File: config.mk
export PLATFORM = sky130hd
export DESIGN_NAME = atm_txn_ctrl_flat
export DESIGN_NICKNAME = d
export VERILOG_FILES = /design/src/rtl/atm_pkg.sv /design/src/rtl/atm_txn_ctrl_if.sv /design/src/rtl/atm_sess_timer.sv /design/src/rtl/atm_txn_ctrl.sv /design/src/flat_wrapper.sv
export SDC_FILE = /design/constraint.sdc
export NUM_CORES = 1
export LEC_CHECK = 0
export ABC_AREA = 1
export ABC_CLOCK_PERIOD_IN_PS = 2900
export CORE_ASPECT_RATIO = 1.5
export CORE_UTILIZATION = 41
export DETAILED_ROUTE_END_ITERATION = 8
export HOLD_SLACK_MARGIN = 0.1
export PLACE_DENSITY = 0.6
export SYNTH_ARGS = -nofsm -noshare
export SYNTH_HDL_FRONTEND = slang
export SYNTH_SLANG_ARGS = --single-unit
File: constraint.sdc
create_clock -name clk -period 2.9 [get_ports clk]
set_input_delay 0.435 -clock clk [delete_from_list [all_inputs] [get_ports clk]]
set_output_delay 0.435 -clock clk [all_outputs]
set_load 0.01 [all_outputs]
File: src/rtl/atm_pkg.sv
// Shared types and constants for the ATM transaction controller.
package atm_pkg;

  typedef enum logic [1:0] {
    IDLE   = 2'b00,
    CHECK  = 2'b01,
    UPDATE = 2'b10,
    RESP   = 2'b11
  } state_t;

  typedef enum logic {
    DEP = 1'b0,
    WD  = 1'b1
  } req_t;

  localparam logic [1:0] ERR_ZERO  = 2'd0;
  localparam logic [1:0] ERR_INSUF = 2'd1;
  localparam logic [1:0] ERR_OVF   = 2'd2;
  localparam logic [1:0] ERR_LIMIT = 2'd3;

endpackage

File: src/rtl/atm_txn_ctrl_if.sv
// Front-end / balance-side signal bundle of the ATM transaction controller.
interface atm_txn_ctrl_if #(parameter int AW = 16);
  logic          card_in;
  logic          dep_req;
  logic          wd_req;
  logic [AW-1:0] amount;
  logic [AW-1:0] balance;
  logic          busy;
  logic          done;
  logic          err;
  logic [1:0]    err_code;
  logic          count_up;
  logic          sess_end;

  modport master (
    output card_in, dep_req, wd_req, amount,
    input  balance, busy, done, err, err_code, count_up, sess_end
  );

  modport slave (
    input  card_in, dep_req, wd_req, amount,
    output balance, busy, done, err, err_code, count_up, sess_end
  );
endinterface

File: src/rtl/atm_sess_timer.sv
// Session supervision: idle timeout, card-removal detect, sess_end pulse and
// the post-timeout lockout that holds until the card is withdrawn.
module atm_sess_timer #(
  parameter int TIMEOUT = 1000,
  parameter int TW      = 10
) (
  input  logic clk,
  input  logic rst,
  input  logic i_card_in,
  input  logic i_idle,
  input  logic i_update,
  input  logic i_grant,
  output logic o_allow,
  output logic o_sess_clr,
  output logic o_sess_end
);

  logic [TW-1:0] r_tmr;
  logic          r_card_d;
  logic          r_rm_pend;
  logic          r_lock;
  logic          r_sess_end;
  logic          w_fall;
  logic          w_tmo;
  logic          w_rm;

  assign w_fall = r_card_d & ~i_card_in;
  assign w_tmo  = i_idle & i_card_in & ~r_lock & (r_tmr == TW'(TIMEOUT - 1));
  // A removal seen during UPDATE waits until the commit has reached RESP.
  assign w_rm   = (r_rm_pend | w_fall) & ~i_update & ~r_lock;

  assign o_sess_clr = w_tmo | w_rm;
  assign o_allow    = i_card_in & ~r_lock & ~w_tmo;
  assign o_sess_end = r_sess_end;

  always_ff @(posedge clk or posedge rst) begin
    if (rst) begin
      r_tmr      <= '0;
      r_card_d   <= 1'b0;
      r_rm_pend  <= 1'b0;
      r_lock     <= 1'b0;
      r_sess_end <= 1'b0;
    end else begin
      r_card_d   <= i_card_in;
      r_sess_end <= o_sess_clr;
      r_rm_pend  <= (r_rm_pend | w_fall) & ~w_rm & ~r_lock;
      if (!i_card_in)
        r_lock <= 1'b0;
      else if (w_tmo)
        r_lock <= 1'b1;
      if (!i_card_in || i_grant || o_sess_clr || !i_idle)
        r_tmr <= '0;
      else if (!r_lock)
        r_tmr <= r_tmr + TW'(1);
    end
  end

endmodule

File: src/rtl/atm_txn_ctrl.sv
// ATM transaction controller: arbitrates deposit/withdraw requests, validates
// them against balance and session limits, and commits one update per grant.
module atm_txn_ctrl
  import atm_pkg::*;
#(
  parameter int AW      = 16,
  parameter int MAX_WD  = 3,
  parameter int TIMEOUT = 1000,
  parameter int TW      = 10
) (
  input  logic           clk,
  input  logic           res,
  atm_txn_ctrl_if.slave  bus
);

  localparam int CW = $clog2(MAX_WD + 1);

  state_t        r_state, w_next;
  req_t          r_type, r_last, w_gtype;
  logic [AW-1:0] r_amt, r_bal;
  logic [CW-1:0] r_wd_cnt;
  logic [AW:0]   w_sum;
  logic          w_any_req, w_grant, w_allow, w_sess_clr;
  logic          w_idle, w_upd;
  logic          w_chk_err;
  logic [1:0]    w_chk_code;
  logic          r_done, r_err, r_cu, r_busy;
  logic [1:0]    r_code;
  logic          w_done_n, w_err_n, w_cu_n, w_busy_n;

  assign w_idle = (r_state == IDLE);
  assign w_upd  = (r_state == UPDATE);

  atm_sess_timer #(.TIMEOUT(TIMEOUT), .TW(TW)) u_timer (
    .clk        (clk),
    .rst        (res),
    .i_card_in  (bus.card_in),
    .i_idle     (w_idle),
    .i_update   (w_upd),
    .i_grant    (w_grant),
    .o_allow    (w_allow),
    .o_sess_clr (w_sess_clr),
    .o_sess_end (bus.sess_end)
  );

  // Simultaneous requests alternate, favouring the type not granted last.
  always_comb begin
    w_any_req = bus.dep_req | bus.wd_req;
    w_grant   = w_idle & w_allow & w_any_req;
    if (bus.dep_req && bus.wd_req)
      w_gtype = (r_last == WD) ? DEP : WD;
    else
      w_gtype = bus.dep_req ? DEP : WD;
  end

  // Error priority: zero amount, withdraw limit, insufficient funds, overflow.
  always_comb begin
    w_sum      = {1'b0, r_bal} + {1'b0, r_amt};
    w_chk_err  = 1'b1;
    w_chk_code = ERR_ZERO;
    if (r_amt == '0)
      w_chk_code = ERR_ZERO;
    else if (r_type == WD && r_wd_cnt == CW'(MAX_WD))
      w_chk_code = ERR_LIMIT;
    else if (r_type == WD && r_amt > r_bal)
      w_chk_code = ERR_INSUF;
    else if (r_type == DEP && w_sum[AW])
      w_chk_code = ERR_OVF;
    else
      w_chk_err = 1'b0;
  end

  always_ff @(posedge clk or posedge res) begin
    if (res)
      r_state <= IDLE;
    else
      r_state <= w_next;
  end

  always_comb begin
    w_next = r_state;
    case (r_state)
      IDLE:    if (w_grant) w_next = CHECK;
      CHECK:   begin
        if (!bus.card_in)
          w_next = IDLE;
        else if (w_chk_err)
          w_next = RESP;
        else
          w_next = UPDATE;
      end
      UPDATE:  w_next = RESP;
      RESP:    w_next = IDLE;
      default: w_next = IDLE;
    endcase
  end

  always_comb begin
    w_done_n = w_upd;
    w_cu_n   = w_upd & (r_type == DEP);
    w_err_n  = (r_state == CHECK) & bus.card_in & w_chk_err;
    w_busy_n = (w_next != IDLE);
  end

  always_ff @(posedge clk or posedge res) begin
    if (res) begin
      r_done <= 1'b0;
      r_err  <= 1'b0;
      r_cu   <= 1'b0;
      r_busy <= 1'b0;
      r_code <= ERR_ZERO;
    end else begin
      r_done <= w_done_n;
      r_err  <= w_err_n;
      r_cu   <= w_cu_n;
      r_busy <= w_busy_n;
      if (w_err_n)
        r_code <= w_chk_code;
    end
  end

  // Captured request: only meaningful after a grant, so no reset needed.
  always_ff @(posedge clk) begin
    if (w_grant) begin
      r_amt  <= bus.amount;
      r_type <= w_gtype;
    end
  end

  always_ff @(posedge clk or posedge res) begin
    if (res) begin
      r_last   <= WD;
      r_bal    <= '0;
      r_wd_cnt <= '0;
    end else begin
      if (w_grant)
        r_last <= w_gtype;
      if (w_upd)
        r_bal <= (r_type == DEP) ? w_sum[AW-1:0] : (r_bal - r_amt);
      if (w_sess_clr)
        r_wd_cnt <= '0;
      else if (w_upd && r_type == WD)
        r_wd_cnt <= r_wd_cnt + CW'(1);
    end
  end

  assign bus.balance  = r_bal;
  assign bus.busy     = r_busy;
  assign bus.done     = r_done;
  assign bus.err      = r_err;
  assign bus.err_code = r_code;
  assign bus.count_up = r_cu;

endmodule

File: src/flat_wrapper.sv
// flat-port wrapper written by rule: the top's interface ports become plain ports
module atm_txn_ctrl_flat import atm_pkg::*;
#(
  parameter int AW      = 16,
  parameter int MAX_WD  = 3,
  parameter int TIMEOUT = 1000,
  parameter int TW      = 10
)
  (clk, res, bus_card_in, bus_dep_req, bus_wd_req, bus_amount, bus_balance, bus_busy, bus_done, bus_err, bus_err_code, bus_count_up, bus_sess_end);
  atm_txn_ctrl_if #(.AW(AW)) bus_i ();
  input  logic clk;
  input  logic res;
  input wire logic [$bits(bus_i.card_in)-1:0] bus_card_in;
  input wire logic [$bits(bus_i.dep_req)-1:0] bus_dep_req;
  input wire logic [$bits(bus_i.wd_req)-1:0] bus_wd_req;
  input wire logic [$bits(bus_i.amount)-1:0] bus_amount;
  output wire logic [$bits(bus_i.balance)-1:0] bus_balance;
  output wire logic [$bits(bus_i.busy)-1:0] bus_busy;
  output wire logic [$bits(bus_i.done)-1:0] bus_done;
  output wire logic [$bits(bus_i.err)-1:0] bus_err;
  output wire logic [$bits(bus_i.err_code)-1:0] bus_err_code;
  output wire logic [$bits(bus_i.count_up)-1:0] bus_count_up;
  output wire logic [$bits(bus_i.sess_end)-1:0] bus_sess_end;
  assign bus_i.card_in = bus_card_in;
  assign bus_i.dep_req = bus_dep_req;
  assign bus_i.wd_req = bus_wd_req;
  assign bus_i.amount = bus_amount;
  assign bus_balance = bus_i.balance;
  assign bus_busy = bus_i.busy;
  assign bus_done = bus_i.done;
  assign bus_err = bus_i.err;
  assign bus_err_code = bus_i.err_code;
  assign bus_count_up = bus_i.count_up;
  assign bus_sess_end = bus_i.sess_end;
  atm_txn_ctrl #(.AW(AW), .MAX_WD(MAX_WD), .TIMEOUT(TIMEOUT), .TW(TW)) u_core (.clk(clk), .res(res), .bus(bus_i));
endmodule
==> results.cfg <==
[power_and_ir_drop]
p_clk_frac = 0.188
p_int_mw = 2.87
power.density_nw_per_um2 = 1060
leakage_nw = 2.58
ir_drop_mv = 0.483
p_sw_frac = 0.468
pwr-share-comb = 0.571
power_switching_mw = 2.52
seqPwrFrac = 0.241

[cells_and_area]
drive_gt1_frac = 0.0726
multi_input_area_um2 = 2290
syn_to_final_growth_pct = 19.5
nets = 699
ff_latch_area_um2 = 1540
final_common_cell = nand2_1
n_antenna_cell = 0
n_fill_cell = 1028
mostFrequentLayoutCells = 183 x nand2_1, 88 x inv_1, 57 x nor2_1

[clock_tree]
h-tree-depth = 3
cts.sinks = 58
cts_root_buf = clkbuf_16
hold_buffers = 0
cts_buffers = 9
tritoncts = built
cts-resized-gates = 0
post_cts_buffers = 0
clockBufferDepth = 2
clk_pin_slew_ns = 0.05
clk_latency_ns = 0.33

[sta]
finalCriticalPeriod_ns = 2.24
fin_worst_skew_ns = 0.00531
worst_pin_slew_ns = 0.809
max_freq_mhz = 447
hold_viol_final = 0
fin_setup_tns_ns = 0
hold_ws_ns = 0.473
grt_setup_unrepaired = false
drv_slew = 0
maxSlewHeadroom = 0.457
setup_viol = 0
post-route-period-util = 0.772

[detailed_routing]
drt_wl_total_um = 11600
drc = 0
drtAntennaViolNets = 0
drtPass1Iterations = 5
post_drt_wl_per_cell_um = 15.1
drt_iter0_drc = 211
vias_per_cell = 5.14
vias = 3930

[grt]
grt-ovfl-total = 0
antenna_found_initial = 0
grt_max_degree = 28
grt_use_total = 0.230
grt_pass1_vias = 3975
grt_pass1_wl_um = 19000

[floorplan]
die_y_um = 127
core_um2 = 10100
start_util = 0.421
io_pins = 44
rows = 45
dieWidth_um = 85.3
die_area_um2 = 10800

[critical_path]
rrSetupSlack_ns = 0.66
worst-setup-path-type = reg2reg
crit_arrival_ns = 2.44
rr_startpoint = u_core.r_amt[0]
crit_fanout = 5
cp-start-kind = flop
reg2regPathDepth = 12
worst_setup_path_end_kind = flop
critical_path.startpoint = u_core.r_amt[0]
required_ns = 3.10
r2r_end = u_core.bus.busy

[status]
outcome = complete, no violations

[synthesis]
synth_cell_types = 38
ys_seq_area_frac = 0.360
yosys_warnings = 0
syn-cell-area_um2 = 4270
syn_inst = 594
synth_top_area_cell = dfrtp_1
yosys.area.top_type_share = 0.235
ys_top_cells_by_area = dfrtp_1 23%, nand2_1 16%, edfxtp_1 12%, ha_1 10%, inv_1 7.8%
avgSynthCellArea_um2 = 7.18
ys_ff_latch = 58
synth_nets = 651

[placement]
dpl.hpwl_um = 9330
portBuffers = 43
gp_congestion = 0.879

[flow_run]
cap_viol_max_count = 0

[worst_hold_path]
worstHoldPathType = in2async
-- routing by layer --
| metal | part of all wire | global-route usage | wire (um) | up-vias |
|---|---|---|---|---|
| li1 | - | - | - | 1962 |
| met1 | 0.42 | 0.261 | 4820 | 1866 |
| met2 | 0.51 | 0.409 | 5930 | 74 |
| met3 | 0.029 | 0.0390 | 338 | 28 |
| met4 | 0.040 | 0.120 | 464 | 0 |
| met5 | 0 | 0 | 0 | - |
-- registers in the layout, summed over array words and instances, names as in the netlist, 2 cells and up --
| register | cells |
|---|---|
| u_core.u_timer.r_tmr | 10 |
| u_core.r_state | 2 |
| u_core.r_wd_cnt | 2 |
| u_core.bus.balance | 16 |
| u_core.r_amt | 16 |
| u_core.bus.err_code | 2 |
-- worst max-delay path, stage by stage (launching register included) --
cell and delay, ns:
edfxtp_1 0.46, ha_1 0.25, fa_1 0.37, inv_1 0.11, nand3_1 0.09, nand2_2 0.11
nand2_1 0.07, nand2_1 0.09, nand2_1 0.07, a21oi_2 0.21, nand3_2 0.12, nand2_4 0.10
nand3b_1 0.08
-- layout make-up --
class / count / share of cell area
Timing Repair Buffer: 51 / 0.0962
Clock buffer: 12 / 0.0506
Sequential cell: 58 / 0.302
Tap cell: 117 / 0.0287
Inverter: 94 / 0.0692
Clock inverter: 4 / 0.00491
Multi-Input combinational cell: 428 / 0.449
-- synth_stat cells --
master	number
nand2_1	183
inv_1	89
nor2_1	58
dfrtp_1	40
nand3_1	40
ha_1	34
o21ai_0	21
a21oi_1	20
edfxtp_1	17
nand4_1	13
xor2_1	13
buf_4	7
nand2_2	7
nor3_1	7
inv_2	4
nand3b_1	4
a21oi_2	3
clkbuf_1	3
nor2_2	3
o21ai_1	3
o21bai_1	3
buf_2	2
fa_1	2
nand3_2	2
nor4_1	2
xnor2_1	2
a21oi_4	1
a22oi_1	1
and2_1	1
buf_6	1
clkbuf_2	1
clkinv_1	1
dfstp_2	1
mux2i_1	1
nand2_4	1
o211ai_1	1
o21ai_2	1
or2_2	1
-- worst max-delay path by stage --
stage / end / depth (start not counted)
3_5_place_dp: u_core.bus.busy / 12
5_1_grt: u_core.bus.busy / 12
3_3_place_gp: u_core.bus.busy / 12
6_report: u_core.bus.busy / 12
4_1_cts: u_core.bus.busy / 12
2_1_floorplan: u_core.u_timer.r_tmr[0] / 9
-- kinds of logic (layout without fill, tap and decap cells) --
| family | count (synthesis) | count (layout) | share of synthesized area |
|---|---|---|---|
| xor gates and xnor gates | 15 | 15 | 0.0308 |
| DFF | 58 | 58 | 0.360 |
| buffers and inverters | 108 | 161 | 0.104 |
| AOI/OAI and AO/OA | 54 | 54 | 0.0724 |
| and+or+nand+nor | 322 | 322 | 0.321 |
| adders and majority gates | 36 | 36 | 0.109 |
| muxes | 1 | 1 | 0.00235 |
-- metrics by stage --
step	power [mW]	cells	utilization	area [um2]	worst slack (ns)
CTS	5.40	764	0.503	5100	0.630
global placement	4.34	748	0.475	4820	0.675
global route	5.86	764	0.503	5100	0.513
finish	5.38	764	0.503	5100	0.662
detailed placement	4.36	748	0.475	4820	0.655
floorplan	3.42	594	-	4270	0.739
-- power groups by stage --
stage	combinational [mW]	clock, mW	sequential, mW
final	3.08	1.01	1.30
after global placement	3.04	0	1.30
after detailed placement	3.05	0	1.31
after floorplan	2.09	0	1.33
after CTS	3.07	1.03	1.30
after global routing	3.47	1.06	1.33
Note: power is estimated with default switching activity, not from simulation.
